`config.mk`:
```
export PLATFORM = sky130hd
export DESIGN_NAME = aap_instr_encoder
export DESIGN_NICKNAME = d
export VERILOG_FILES = /design/src/rtl/aap_instr_encoder.sv
export SDC_FILE = /design/constraint.sdc
export NUM_CORES = 1
export LEC_CHECK = 0
export CORE_MARGIN = 3
export CORE_UTILIZATION = 47
export DETAILED_ROUTE_END_ITERATION = 10
export GPL_ROUTABILITY_DRIVEN = 0
export PLACE_DENSITY = 0.8
export SLEW_MARGIN = 10
export SYNTH_ARGS = -nofsm -noshare
export SYNTH_HDL_FRONTEND = slang
export SYNTH_SLANG_ARGS = --single-unit
```
`constraint.sdc`:
```
create_clock -name clock -period 1.9 [get_ports clock]
set_input_delay 0.57 -clock clock [delete_from_list [all_inputs] [get_ports clock]]
set_output_delay 0.57 -clock clock [all_outputs]
set_load 0.05 [all_outputs]
```
`src/rtl/aap_instr_encoder.sv`:
```
// rtl/aap_instr_encoder.sv - packs decoded AAP instruction fields into a handshaked halfword stream
module aap_instr_encoder #(
    parameter int                    ADDR_WIDTH  = 16,
    parameter int                    COUNT_WIDTH = 16,
    parameter logic [ADDR_WIDTH-1:0] START_ADDR  = '0
) (
    input  logic                   clock,
    input  logic                   reset_n,
    input  logic                   in_valid,
    output logic                   in_ready,
    input  logic                   in_long,
    input  logic [5:0]             in_opcode,
    input  logic [5:0]             in_dest,
    input  logic [5:0]             in_src1,
    input  logic [5:0]             in_src2,
    output logic                   out_valid,
    input  logic                   out_ready,
    output logic [15:0]            out_word,
    output logic                   out_last,
    output logic [ADDR_WIDTH-1:0]  out_addr,
    output logic [COUNT_WIDTH-1:0] instr_count,
    output logic                   field_err
);

    // IDLE: nothing on the output; SHORT/HI: final halfword shown; LO: first half of a long form
    typedef enum logic [1:0] {
        S_IDLE  = 2'd0,
        S_SHORT = 2'd1,
        S_LO    = 2'd2,
        S_HI    = 2'd3
    } state_t;

    state_t      state;
    state_t      state_nxt;

    logic        hi_pending;
    logic        hi_pending_nxt;
    logic [15:0] hi_word;
    logic [15:0] hi_word_nxt;
    logic [15:0] out_word_nxt;
    logic        field_err_nxt;

    logic        accept;
    logic        handshake;
    logic [15:0] short_enc;
    logic [15:0] lo_enc;
    logic [15:0] hi_enc;
    logic        upper_bits_set;

    // Both flags come straight from registered state, so in_* never reaches out_* combinationally
    assign out_valid = (state != S_IDLE);
    assign out_last  = (state == S_SHORT) || (state == S_HI);

    // A new bundle may enter only when no high halfword is queued and the output slot frees up
    assign in_ready  = !hi_pending && (!out_valid || out_ready);
    assign accept    = in_valid && in_ready;
    assign handshake = out_valid && out_ready;

    assign short_enc      = {1'b0, in_opcode, in_dest[2:0], in_src1[2:0], in_src2[2:0]};
    assign lo_enc         = {1'b1, in_opcode, in_dest[2:0], in_src1[2:0], in_src2[2:0]};
    assign hi_enc         = {1'b1, 6'b000000, in_dest[5:3], in_src1[5:3], in_src2[5:3]};
    assign upper_bits_set = |{in_dest[5:3], in_src1[5:3], in_src2[5:3]};

    // State register
    always_ff @(posedge clock or negedge reset_n) begin
        if (!reset_n) begin
            state <= S_IDLE;
        end else begin
            state <= state_nxt;
        end
    end

    // Next-state: shorts and high halves chain back-to-back; a low half always moves on to its high half
    always_comb begin
        state_nxt = state;
        case (state)
            S_IDLE: begin
                if (accept) begin
                    state_nxt = in_long ? S_LO : S_SHORT;
                end
            end
            S_SHORT, S_HI: begin
                if (out_ready) begin
                    if (accept) begin
                        state_nxt = in_long ? S_LO : S_SHORT;
                    end else begin
                        state_nxt = S_IDLE;
                    end
                end
            end
            S_LO: begin
                if (out_ready) begin
                    state_nxt = S_HI;
                end
            end
            default: state_nxt = S_IDLE;
        endcase
    end

    // Output/datapath next values: load a fresh encoding on accept, swap in the high half after LO
    always_comb begin
        out_word_nxt   = out_word;
        hi_word_nxt    = hi_word;
        hi_pending_nxt = hi_pending;
        field_err_nxt  = 1'b0;
        if (accept) begin
            if (in_long) begin
                out_word_nxt   = lo_enc;
                hi_word_nxt    = hi_enc;
                hi_pending_nxt = 1'b1;
            end else begin
                out_word_nxt   = short_enc;
                field_err_nxt  = upper_bits_set;
            end
        end else if ((state == S_LO) && out_ready) begin
            out_word_nxt   = hi_word;
            hi_pending_nxt = 1'b0;
        end
    end

    // Datapath registers and the running address / instruction counters
    always_ff @(posedge clock or negedge reset_n) begin
        if (!reset_n) begin
            out_word    <= '0;
            hi_word     <= '0;
            hi_pending  <= 1'b0;
            field_err   <= 1'b0;
            out_addr    <= START_ADDR;
            instr_count <= '0;
        end else begin
            out_word   <= out_word_nxt;
            hi_word    <= hi_word_nxt;
            hi_pending <= hi_pending_nxt;
            field_err  <= field_err_nxt;
            if (handshake) begin
                out_addr <= out_addr + ADDR_WIDTH'(1);
                if (out_last) begin
                    instr_count <= instr_count + COUNT_WIDTH'(1);
                end
            end
        end
    end

endmodule

```
==> flow_metrics.py, run 1 <==
metrics = {
    "synth": {
        "syn_nets": 268,
        "ys_seq_elements": 62,
        "synth.avg_cell_area_um2": 11.4,
        "syn_area_mm2": 0.00270,
        "yosys_warnings": 0,
        "synth.largest_area_cell": "dfrtp_1",
        "yosysUniqueCellTypes": 34,
        "synth_area_leaders": "dfrtp_1, xnor2_1, mux2_2, nand2_1, mux2i_1",
        "seq_area_frac_synth_pct": 57.5,
        "synth_top_area_share_pct": 57.5,
        "synthCells": 237,
    },
    "setup_path": {
        "cpPeakStageDelay_ns": 0.41,
        "crit_path_max_fanout": 3,
        "critPathLaunchType": "flip-flop",
        "arrival_ns": 1.24,
        "cp_slowest_cell": "dfrtp_1",
        "path_cells": "nor2_4, nor2_1, nor2_2, buf_12",
        "cp_data_required_time_ns": 1.33,
        "critPathKind": "flip-flop to primary output",
        "reg2reg_slack_ns": 0.33,
        "critPathCaptureType": "primary output",
    },
    "clocking": {
        "clk_pin_slew_ns": 0.06,
        "clockRootBuffer": "clkbuf_8",
        "cts_tree": "yes",
        "clock_sinks": 62,
        "clockBufferDepth": 2,
        "postCtsHoldBufs": 0,
        "clock_latency_ns": 0.32,
        "numCtsBuffers": 9,
        "cts-htree-levels": 3,
    },
    "die": {
        "dieArea_mm2": 0.00669,
        "die_w_um": 81.8,
        "ios": 81,
        "die_h_um": 81.8,
        "num_rows": 26,
        "core_mm2": 0.00534,
        "start_util_pct": 50.6,
    },
    "cells_and_area": {
        "finalInstanceArea_mm2": 0.00400,
        "layout-drive-gt1-share_pct": 29.8,
        "fin_util_pct": 75.0,
        "num-nets-final": 370,
        "antenna_cells": 0,
        "layout_common_cells": "dfrtp_1, buf_4, nand2_1",
        "syn_to_final_growth_pct": 48.3,
        "layoutNonFillerInstCount": 412,
        "final_common_cell": "dfrtp_1",
    },
    "power_and_ir_drop": {
        "sw_frac_of_total_pct": 41.8,
        "p_int_mw": 3.58,
        "vdd_drop_max_v": 0.000865,
        "seq_power_share_pct": 34.2,
        "power_frac_comb_pct": 49.2,
        "power.switching_mw": 2.57,
        "p_per_area_mw_per_mm2": 1540,
        "p_leak_nw": 1.92,
        "clock_power_share_pct": 16.6,
        "p_total_mw": 6.15,
    },
    "detailed_routing": {
        "vias": 2112,
        "drc": 0,
        "drt_iter0_drc": 102,
        "drt-total-wl_um": 6010,
        "ant_nets": 0,
        "wl_per_cell_um": 14.6,
        "via_per_inst": 5.13,
        "drtPass1Iterations": 4,
    },
    "grt": {
        "grt_pass1_vias": 2168,
        "grt_max_degree": 63,
        "grt_overflow_total": 0,
        "grtUsageMet2_pct": 33.3,
        "grtUsageMet1_pct": 25.5,
        "grt.busiest_layer": "met2",
        "grtUsageMet3_pct": 5.15,
        "grt_usage_pct": 20.3,
        "antenna_found_initial": 0,
        "grt_pass1_wl_um": 10300,
    },
    "timing": {
        "fin_skew_ns": 0.00435,
        "relSlewSlack_pct": 77.0,
        "clock.fmax_mhz": 553,
        "setup-violations-final": 0,
        "worstMarginPinSlew_ns": 0.344,
        "finalHoldViolations": 0,
        "fin_crit_sh_pct": 95.1,
        "fin_crit_ns": 1.81,
        "maxSlewViolCount": 0,
        "rsz0062_at_grt": "false",
    },
    "placement": {
        "port-buffer-count": 80,
        "place_hpwl_um": 4440,
        "dp.cells": 396,
        "dpl_cell_area_mm2": 0.00381,
    },
    "status": {
        "status": "finished clean",
    },
    "hold_path": {
        "hp-class": "input port to asynchronous set/reset pin",
    },
    "run": {
        "cap_violations": 0,
    },
}
-- layout make-up --
class	instances	area, um2
timing repair buffer	100	1090
fill	400	1330
sequential	62	1550
inverter	2	7.51
clock buffer	13	169
tap	70	87.6
multi-input combinational	164	1090
clock inverter	1	5.00
-- critical path: cells and delay by family, from the launching register on --
family,cells,cell delay (ns)
buffers and inverters,1,0.16
DFF,1,0.41
and+or+nand+nor,3,0.35
-- state kept, by name (all words and copies together) (netlist names), named ones only --
register,cells
field_err,1
out_word,16
hi_word,10
out_addr,16
state,1
hi_pending,1
instr_count,16
-- power groups by stage --
stage | Clock [mW] | Combinational [mW] | Sequential (mW)
final | 1.02 | 3.03 | 2.10
after global routing | 1.11 | 3.23 | 2.17
after CTS | 1.05 | 3.01 | 2.10
after detailed placement | 0 | 3.01 | 2.11
after global placement | 0 | 2.96 | 2.10
after floorplan | 0 | 0.873 | 2.97
-- kinds of logic after synthesis --
logic type	share of synthesized area, %
buffers and inverters	2.41
and+or+nand+nor	16.3
adders and majority gates	0.927
DFF	57.5
xor gates and xnor gates	9.74
AOI/OAI and AO/OA	4.45
muxes	8.67
-- metal layers --
layer	vias to the layer above	wire length, um
met3	11	380
met5	-	0
li1	1019	-
met4	0	106
met1	1027	2530
met2	55	3000
-- what timing repair did --
item | CTS | global route
gates cloned | 0 | 0
pin swaps | 2 | 2
buffers inserted | 0 | 2
gates resized for setup | 3 | 0
endpoints found under the setup margin | 1 | 1
-- synthesized netlist by cell type --
| cell type | number |
|---|---|
| xnor2_1 | 21 |
| nand3_1 | 18 |
| dfrtp_1 | 62 |
| and3_1 | 4 |
| ha_1 | 2 |
| xor2_1 | 9 |
| nor2_1 | 12 |
| or2_1 | 1 |
| mux2_2 | 11 |
| inv_1 | 2 |
| nand4_1 | 10 |
| buf_6 | 1 |
| buf_2 | 4 |
| nor3_1 | 3 |
| buf_4 | 3 |
| and4_1 | 1 |
| or3_1 | 1 |
| nor3_2 | 2 |
| a211oi_1 | 1 |
| a2bb2oi_1 | 1 |
| o31ai_1 | 1 |
| o21a_1 | 2 |
| o21ai_1 | 3 |
| mux2i_1 | 11 |
| nor2b_1 | 1 |
| nand2b_1 | 2 |
| nand2_1 | 31 |
| o21ai_0 | 10 |
| and2_1 | 2 |
| or2_2 | 1 |
| or4_1 | 1 |
| a21oi_1 | 1 |
| clkbuf_1 | 1 |
| o2111a_1 | 1 |
-- metrics by stage --
step | worst slack (ns) | TNS [ns] | hold WS [ns]
after floorplan | 0.116 | 0 | 0.274
after global placement | -0.169 | -5.12 | 0.449
after detailed placement | -0.247 | -6.96 | 0.457
after CTS | 0.00468 | 0 | 0.255
after global routing | 0.0154 | 0 | 0.255
final | 0.0931 | 0 | 0.240
-- final timing paths --
| check | from | to | cells after the start |
|---|---|---|---|
| max | state[0]$_DFFE_PN0P_ | in_ready | 4 |
| min | reset_n | out_word[13]$_DFFE_PN0P_ | 2 |
| max reg2reg | instr_count[0]$_DFFE_PN0P_ | instr_count[10]$_DFFE_PN0P_ | 5 |
| min reg2reg | out_addr[15]$_DFFE_PN0N_ | out_addr[15]$_DFFE_PN0N_ | 1 |
| max in group asynchronous | reset_n | hi_word[3]$_DFFE_PN0P_ | 2 |
| min in group clock | out_addr[15]$_DFFE_PN0N_ | out_addr[15]$_DFFE_PN0N_ | 1 |
No activity file was read; power rests on OpenSTA's default activity.
==> run 2, diff against run 1 <==
==> constraint.sdc (replaced) <==
create_clock -name clock -period 2 [get_ports clock]
set_input_delay 0.6 -clock clock [delete_from_list [all_inputs] [get_ports clock]]
set_output_delay 0.6 -clock clock [all_outputs]
set_load 0.05 [all_outputs]
==> run 2 against run 1 <==
Effect of this change: register-to-register slack better by 0.13 ns; combinational power is 15% lower; via count is 1.6% lower; sequential share of layout area is 2.4 points higher; clock skew hardly changed; flip-flop and latch count stayed put; core utilization is 4.4 points lower; clock power is 7% lower; critical path depth stayed put; sequential power is 6% lower; clock-buffer cell count is 1 higher; power is 10% lower; largest cell class unchanged; highest routed layer unchanged.
==> flow_metrics.py, run 2 (synthesis gave the netlist of run 1 again) <==
metrics = {
    "status": {
        "status": "finished clean",
    },
    "timing": {
        "hold_ws_ns": 0.265,
        "finalHoldViolations": 0,
        "fin_crit_sh_pct": 94.7,
        "maxSlewViolCount": 0,
        "fin_skew_ns": 0.00449,
        "rsz0062_at_grt": "false",
        "clock.fmax_mhz": 528,
        "fin_crit_ns": 1.89,
        "fin_ws_ns": 0.107,
        "relSlewSlack_pct": 77.6,
        "worstMarginPinSlew_ns": 0.334,
        "fin_tns_setup_ns": 0,
        "setup-violations-final": 0,
    },
    "die": {
        "core_mm2": 0.00534,
        "die_h_um": 81.8,
        "start_util_pct": 50.6,
        "num_rows": 26,
        "dieArea_mm2": 0.00669,
        "ios": 81,
        "die_w_um": 81.8,
    },
    "clocking": {
        "clk_pin_slew_ns": 0.06,
        "clock_latency_ns": 0.33,
        "cts-htree-levels": 3,
        "clock_sinks": 62,
        "clockRootBuffer": "clkbuf_8",
        "post_cts_buffers": 0,
        "clockBufferDepth": 2,
        "cts_tree": "yes",
        "numCtsBuffers": 9,
    },
    "detailed_routing": {
        "vias": 2079,
        "wl_per_cell_um": 13.9,
        "via_per_inst": 5.06,
        "drt_iter0_drc": 103,
        "ant_nets": 0,
        "drtPass1Iterations": 4,
        "drt-total-wl_um": 5710,
        "drc": 0,
    },
    "grt": {
        "grt_pass1_vias": 2092,
        "antenna_found_initial": 0,
        "grt_overflow_total": 0,
        "grt_usage_pct": 18.8,
        "grt_pass1_wl_um": 9580,
        "grt_max_degree": 63,
    },
    "cells_and_area": {
        "syn_to_final_growth_pct": 39.7,
        "nFillCells": 427,
        "layoutNonFillerInstCount": 411,
        "reg_top3": "instr_count x16, out_addr x16, out_word x16",
        "num-nets-final": 368,
        "layout-drive-gt1-share_pct": 29.3,
        "layout_common_cells": "buf_4, dfrtp_1, nand2_1",
        "final_common_cell": "buf_4",
        "antenna_cells": 0,
    },
    "setup_path": {
        "crit_family": "buffers and inverters",
        "cp_data_required_time_ns": 1.40,
        "critPathBufInv": 2,
        "critPathLaunchType": "input port",
        "crit_path_max_fanout": 6,
        "cpPeakStageDelay_ns": 0.32,
        "cp_slowest_cell": "dlygate4sd2_1",
        "critPathKind": "input port to primary output",
        "critPathCaptureType": "primary output",
        "path_cells": "dlygate4sd2_1, nor2_1, nor2_2, buf_12",
        "arrival_ns": 1.29,
    },
    "run": {
        "cap_violations": 0,
    },
    "power_and_ir_drop": {
        "p_leak_nw": 1.84,
        "p_per_area_mw_per_mm2": 1460,
        "vdd_drop_max_v": 0.000955,
        "p_total_mw": 5.51,
    },
    "placement": {
        "dp_slack_ns": -0.171,
        "dp.cells": 396,
        "place_hpwl_um": 4180,
        "port-buffer-count": 80,
    },
    "hold_path": {
        "hp-class": "input port to asynchronous set/reset pin",
    },
}
-- run 2: changes by cell type in the layout (fill, tap and decap cells not counted), sizes merged --
cell / previous run / this run
buf: 73 / 71
clkbuf: 13 / 14
-- run 2: layout make-up --
class | instances | area [um2] | share of cell area (%)
Inverter | 2 | 7.51 | 0.199
Multi-Input combinational cell | 164 | 1090 | 29.0
Tap cell | 70 | 87.6 | 2.32
Sequential cell | 62 | 1550 | 41.2
Timing Repair Buffer | 98 | 862 | 22.9
Clock buffer | 14 | 163 | 4.31
Clock inverter | 1 | 5.00 | 0.133
-- run 2: power breakdown --
group / total, mW / switching (mW) / internal (mW) / leakage [nW]
logic: 2.59 / 1.62 / 0.967 / 0.964
clock network: 0.944 / 0.434 / 0.510 / 0.0865
registers: 1.98 / 0.329 / 1.65 / 0.792
-- run 2: metrics by stage --
step | util [%] | area (um2)
2_1_floorplan | - | 2700
3_3_place_gp | 67.4 | 3590
3_5_place_dp | 67.4 | 3590
4_1_cts | 70.5 | 3760
5_1_grt | 70.7 | 3770
6_report | 70.7 | 3770
-- run 2: what timing repair did --
action                     4_1_cts  5_1_grt
hold buffers                     0        0
resized for setup                2        2
setup endpoints to repair        2        1
gates cloned                     0        0
-- run 2: path summary, 6_finish.rpt --
check	from	to	slack, ns	cells after the start
setup / recovery	out_ready	in_ready	0.11	4
hold / removal	reset_n	out_word[13]$_DFFE_PN0P_	0.27	2
setup reg to reg	instr_count[0]$_DFFE_PN0P_	instr_count[14]$_DFFE_PN0P_	0.46	5
hold reg to reg	out_addr[15]$_DFFE_PN0N_	out_addr[15]$_DFFE_PN0N_	0.47	1
max in group asynchronous	reset_n	asynchronous set/reset pin	1.45	2
min in group clock	out_addr[15]$_DFFE_PN0N_	out_addr[15]$_DFFE_PN0N_	0.47	1
-- run 2: metal layers --
| metal | global-route usage [%] | routed length (um) |
|---|---|---|
| met1 | 23.7 | 2470 |
| met5 | 0 | 0 |
| met2 | 31.3 | 2820 |
| met4 | 6.81 | 59 |
| met3 | 4.71 | 367 |
==> run 3, diff against run 2 <==
--- a/config.mk
+++ b/config.mk
@@ -9,6 +9,7 @@
 export CORE_UTILIZATION = 47
 export DETAILED_ROUTE_END_ITERATION = 10
 export GPL_ROUTABILITY_DRIVEN = 0
+export HOLD_SLACK_MARGIN = 0.1
 export PLACE_DENSITY = 0.8
 export SLEW_MARGIN = 10
 export SYNTH_ARGS = -nofsm -noshare
==> results of run 3 <==
The final DEF is identical to that of run 2; final timing and power are the same.
